===== src/rtl/fetch_unit.sv =====
// Instruction fetch unit: issues one instruction-memory request at a time,
// presents the returned word to a stallable fetch latch, and handles
// redirects (including discarding a response that is already in flight).
//
// Handshake: imem_req is a request strobe that is accepted in the same cycle
// that imem_gnt is high. The response arrives on a later cycle and is marked
// by imem_rvalid. On the output side, instr_valid qualifies instr_out/pc_out.
// An instruction is consumed on any cycle with instr_valid=1 and stall=0, and
// it holds unchanged while stall=1.
module fetch_unit #(
  parameter int unsigned       WIDTH    = 32,
  parameter logic [WIDTH-1:0]  RESET_PC = '0
) (
  input  logic             clk,
  input  logic             rst,
  input  logic             stall,
  input  logic             redirect,
  input  logic [WIDTH-1:0] redirect_pc,
  output logic             imem_req,
  output logic [WIDTH-1:0] imem_addr,
  input  logic             imem_gnt,
  input  logic             imem_rvalid,
  input  logic [WIDTH-1:0] imem_rdata,
  output logic [WIDTH-1:0] instr_out,
  output logic [WIDTH-1:0] pc_out,
  output logic             instr_valid,
  output logic             misaligned,
  output logic             state_dbg
);

  localparam logic [WIDTH-1:0] NOP = WIDTH'(32'h0000_0013);

  typedef enum logic {
    S_REQ  = 1'b0,
    S_WAIT = 1'b1
  } state_t;

  state_t           state_q;
  state_t           state_d;
  logic [WIDTH-1:0] pc;
  logic [WIDTH-1:0] fetch_pc;
  logic             kill;
  logic             slot_free;
  logic             grant;
  logic             load_resp;

  // The output slot can take a new instruction unless one is being held.
  assign slot_free = !(instr_valid && stall);

  // Request only from REQ, never during reset or a redirect cycle.
  assign imem_req  = (state_q == S_REQ) && !rst && !redirect && slot_free;
  assign imem_addr = pc;
  assign grant     = imem_req && imem_gnt;

  // A response is kept only when nothing asked for it to be discarded.
  assign load_resp = (state_q == S_WAIT) && imem_rvalid && !kill && !redirect;

  assign state_dbg = (state_q == S_WAIT);

  // FSM state register.
  always_ff @(posedge clk) begin
    if (rst) begin
      state_q <= S_REQ;
    end else begin
      state_q <= state_d;
    end
  end

  // Next-state logic; a redirect keeps WAIT until the killed response returns.
  always_comb begin
    state_d = state_q;
    if (redirect) begin
      if ((state_q == S_WAIT) && imem_rvalid) begin
        state_d = S_REQ;
      end
    end else begin
      case (state_q)
        S_REQ:   if (grant)       state_d = S_WAIT;
        S_WAIT:  if (imem_rvalid) state_d = S_REQ;
        default: state_d = S_REQ;
      endcase
    end
  end

  // PC, kill tracking and the output latch.
  always_ff @(posedge clk) begin
    if (rst) begin
      pc          <= RESET_PC;
      fetch_pc    <= RESET_PC;
      kill        <= 1'b0;
      instr_valid <= 1'b0;
      instr_out   <= NOP;
      pc_out      <= '0;
      misaligned  <= 1'b0;
    end else if (redirect) begin
      pc          <= {redirect_pc[WIDTH-1:2], 2'b00};
      instr_valid <= 1'b0;
      instr_out   <= NOP;
      if (redirect_pc[1:0] != 2'b00) begin
        misaligned <= 1'b1;
      end
      // An outstanding request must have its response thrown away; if the
      // response is arriving right now it is simply not loaded.
      if (state_q == S_WAIT) begin
        kill <= !imem_rvalid;
      end
    end else begin
      if (instr_valid && !stall) begin
        instr_valid <= 1'b0;
      end
      if (grant) begin
        fetch_pc <= pc;
        pc       <= pc + WIDTH'(4);
      end
      if ((state_q == S_WAIT) && imem_rvalid && kill) begin
        kill <= 1'b0;
      end
      if (load_resp) begin
        instr_out   <= imem_rdata;
        pc_out      <= fetch_pc;
        instr_valid <= 1'b1;
      end
    end
  end

endmodule


===== config.mk =====
export PLATFORM = sky130hd
export DESIGN_NAME = fetch_unit
export DESIGN_NICKNAME = d
export VERILOG_FILES = /design/src/rtl/fetch_unit.sv
export SDC_FILE = /design/constraint.sdc
export NUM_CORES = 1
export LEC_CHECK = 0
export CORE_UTILIZATION = 65
export CTS_BUF_LIST = sky130_fd_sc_hd__clkbuf_4 sky130_fd_sc_hd__clkbuf_8
export DETAILED_ROUTE_END_ITERATION = 6
export DONT_BUFFER_PORTS = 1
export HOLD_SLACK_MARGIN = 0.02
export PLACE_DENSITY = 0.84
export RECOVER_POWER = 25
export SLEW_MARGIN = 20
export SYNTH_ARGS = -nofsm -noshare
export SYNTH_HDL_FRONTEND = slang
export SYNTH_SLANG_ARGS = --single-unit

===== constraint.sdc =====
create_clock -name clk -period 2.2 [get_ports clk]
set_input_delay 0.33 -clock clk [delete_from_list [all_inputs] [get_ports clk]]
set_output_delay 0.33 -clock clk [all_outputs]
set_load 0.02 [all_outputs]

==> impl_metrics.tcl <==
set metrics [dict create \
    status "finished, final reports clean" \
    htree_levels 4 \
    grt_pass1_wl_um 19600 \
    ant_nets 0 \
    rows 31 \
    drt_iter0_markers 327 \
    ys_types 43 \
    critPathKind "reg2reg" \
    fp.dieH_um 89.7 \
    cts_num_sinks 126 \
    routed-via-count 4592 \
    end_kind "flip-flop" \
    vias_per_cell 5.89 \
    synth-edff-count 0 \
    syn_avg_cell_area_sq_um 7.91 \
    start_util_pct 68.1 \
    power_density_mw_per_mm2 822 \
    first_pass_iters 5 \
    hold_class "in2reg" \
    wire_per_inst_um 17.0 \
    grt_overflow 0 \
    nNetsFinal 737 \
    portBuffers 0 \
    grt_use_met2_pct 53.6 \
    synth_common_cells "nand2_1 (217), dfxtp_1 (126), a21oi_1 (105), clkbuf_1 (38), xnor2_1 (21)" \
    grt_max_degree 92 \
    ir_drop_uv 483 \
    critPathSlowestCell "or3_1" \
    antenna_found_initial 0 \
    cpMostUsedCell "or3_1" \
    synth_warnings 0 \
    crit_fanout 10 \
    clockBufferDepth 2 \
    yosys_register_bits 126 \
    post_cts_buffers 0 \
    fin_area_sq_mm 0.00593 \
    cp-start-kind "flip-flop" \
    cpPeakStageDelay_ns 0.49 \
    post-dp-hpwl_um 8330 \
    synth_top_area_cell "dfxtp_1" \
    busiest_layer "met2" \
    power.leakage_nw 2.02 \
    grt.total_usage_pct 32.5 \
    grt_setup_unrepaired "no" \
    synthTopCellsByArea "dfxtp_1 (51%), nand2_1 (16%), a21oi_1 (11%), xnor2_1 (3.7%), clkbuf_1 (2.9%)" \
    routed_wl_um 13300 \
    met1_usage_pct 38.9 \
    finalHoldViolCount 0 \
    synth_top_area_share_pct 50.5 \
    cts_buffers 17 \
    cp.required_ns 2.55 \
    hold_path_depth 2 \
    cts_root_buffer "clkbuf_8" \
    reg2regPathDepth 6 \
    timing.setup.tns_ns 0 \
    maxCapViolCount 0 \
    fin_crit_ns 2.07 \
    slew_violations 0 \
    route.detailed.drc 0 \
    worstSkewPairLatency_ns 0.43 \
    synth.most_common_cell "nand2_1" \
    crit_path_cell_trace "ha_1 -> and3_2 -> nand4_4 -> or3_1 -> or3_1 -> a31oi_1" \
    gp_congestion 0.906 \
    synth-async-reset-ratio_pct 0 \
    place_ws_ns 0.177 \
    worst_ep_arrival_time_ns 2.42 \
    max_freq_mhz 482 \
    use_met3_pct 11.3 \
    grt_pass1_vias 4054 \
    die_area_sq_mm 0.00804 \
    dieWidth_um 89.7 \
    placed_area_sq_mm 0.00524 \
    final.setup.worst_slack_ns 0.126 \
    syn-cell-area_sq_mm 0.00499 \
    hold_ws_ns 0.0390 \
    areaGrowthSynthToFinish_pct 18.7 \
    skew_ns 0.0191 \
    final_layout_size_suffix_gt1_share_pct 12.2 \
    ios 170 \
    synth_ff_type "dfxtp_1" \
    clkSlewWorstSetupHoldPaths_ns 0.08 \
    cts_tree "built" \
    fin_crit_sh_pct 94.3 \
    worst_pin_slew_ns 0.587 \
    relSlewSlack_pct 60.7 \
    p_total_w 0.00487 \
    seq_area_frac_synth_pct 50.5 \
    finalSetupViolCount 0 \
    core_sq_mm 0.00733 \
    syn_inst 631 \
]
==> registers in the layout (all words and copies together) (netlist names) <==
register,count
pc_out,30
fetch_pc,30
instr_out,32
instr_valid,1
state_dbg,1
kill,1
imem_addr,30
misaligned,1
==> placed cells by master, fill, tap and decap left out, types with 3 or more instances in the layout <==
master and instances:
a211oi_1 10, a21oi_1 105, a311oi_1 3, a31oi_1 3, and2_1 4, and4_1 3, buf_4 35, bufinv_16 3
clkbuf_8 17, clkinv_4 4, conb_1 4, dfxtp_1 126, dlygate4sd3_1 22, inv_1 5, inv_6 6, nand2_1 217
nand3_1 13, nand4_1 9, nor2_1 17, nor3_1 7, nor4_1 3, o21ai_0 3, or3_1 5, xnor2_1 21
==> worst paths after layout <==
check,from,slack [ns],end
worst max register to register,imem_addr[2]$_SDFFE_PP0P_,0.13,imem_addr[20]$_SDFFE_PP0P_
worst min register to register,fetch_pc[24]$_SDFFE_PP0P_,0.46,fetch_pc[24]$_SDFFE_PP0P_
worst min-delay path,imem_rdata[26],0.04,instr_out[26]$_SDFFE_PP0P_
worst max-delay path,imem_addr[2]$_SDFFE_PP0P_,0.13,imem_addr[20]$_SDFFE_PP0P_
==> logic make-up after synthesis <==
family          count (synthesis)  share of synthesized area [%]
compound gates                134                           14.8
mux                             1                          0.200
other cells                     1                         0.0751
fa+ha+maj                       1                          0.251
buf+inv                        53                           4.49
simple gates                  294                           26.0
xor+xnor                       21                           3.68
flops                         126                           50.5
==> through the flow <==
stage	instances	util [%]
floorplan	634	-
CTS	777	80.7
global placement	723	71.5
detailed placement	723	71.5
finish	779	80.9
global route	778	80.8
==> timing repair <==
action,in CTS,in global routing
resized for setup,0,1
hold buffers,22,1
setup endpoints to repair,0,1
hold endpoints to repair,110,1
==> critical path: cells and delay by family (launching register included) <==
family | cells | cell delay (ns)
fa+ha+maj | 1 | 0.17
compound gates | 1 | 0.15
simple gates | 4 | 1.34
flops | 1 | 0.34
==> power by group <==
part           switching [W]  total [W]  internal [W]
Combinational       0.000229   0.000364      0.000136
Clock               0.000977    0.00213       0.00116
Sequential         0.0000465    0.00238       0.00233
==> final cells by class <==
| cell class | instances | area (sq um) |
|---|---|---|
| inverters | 5 | 18.8 |
| well taps | 99 | 124 |
| multi-input cells | 455 | 2270 |
| flip-flops and latches | 126 | 2520 |
| clock buffers | 17 | 234 |
| repair buffers | 61 | 554 |
| fillers | 483 | 1400 |
| diodes | 1 | 2.50 |
| clock inverters | 15 | 201 |
==> routing by layer <==
layer,wire length [um],share of wire [%]
met1,5290,40
met4,257,1.9
met5,0,0
met3,1450,11
met2,6280,47
No activity file was read; power rests on OpenSTA's default activity.
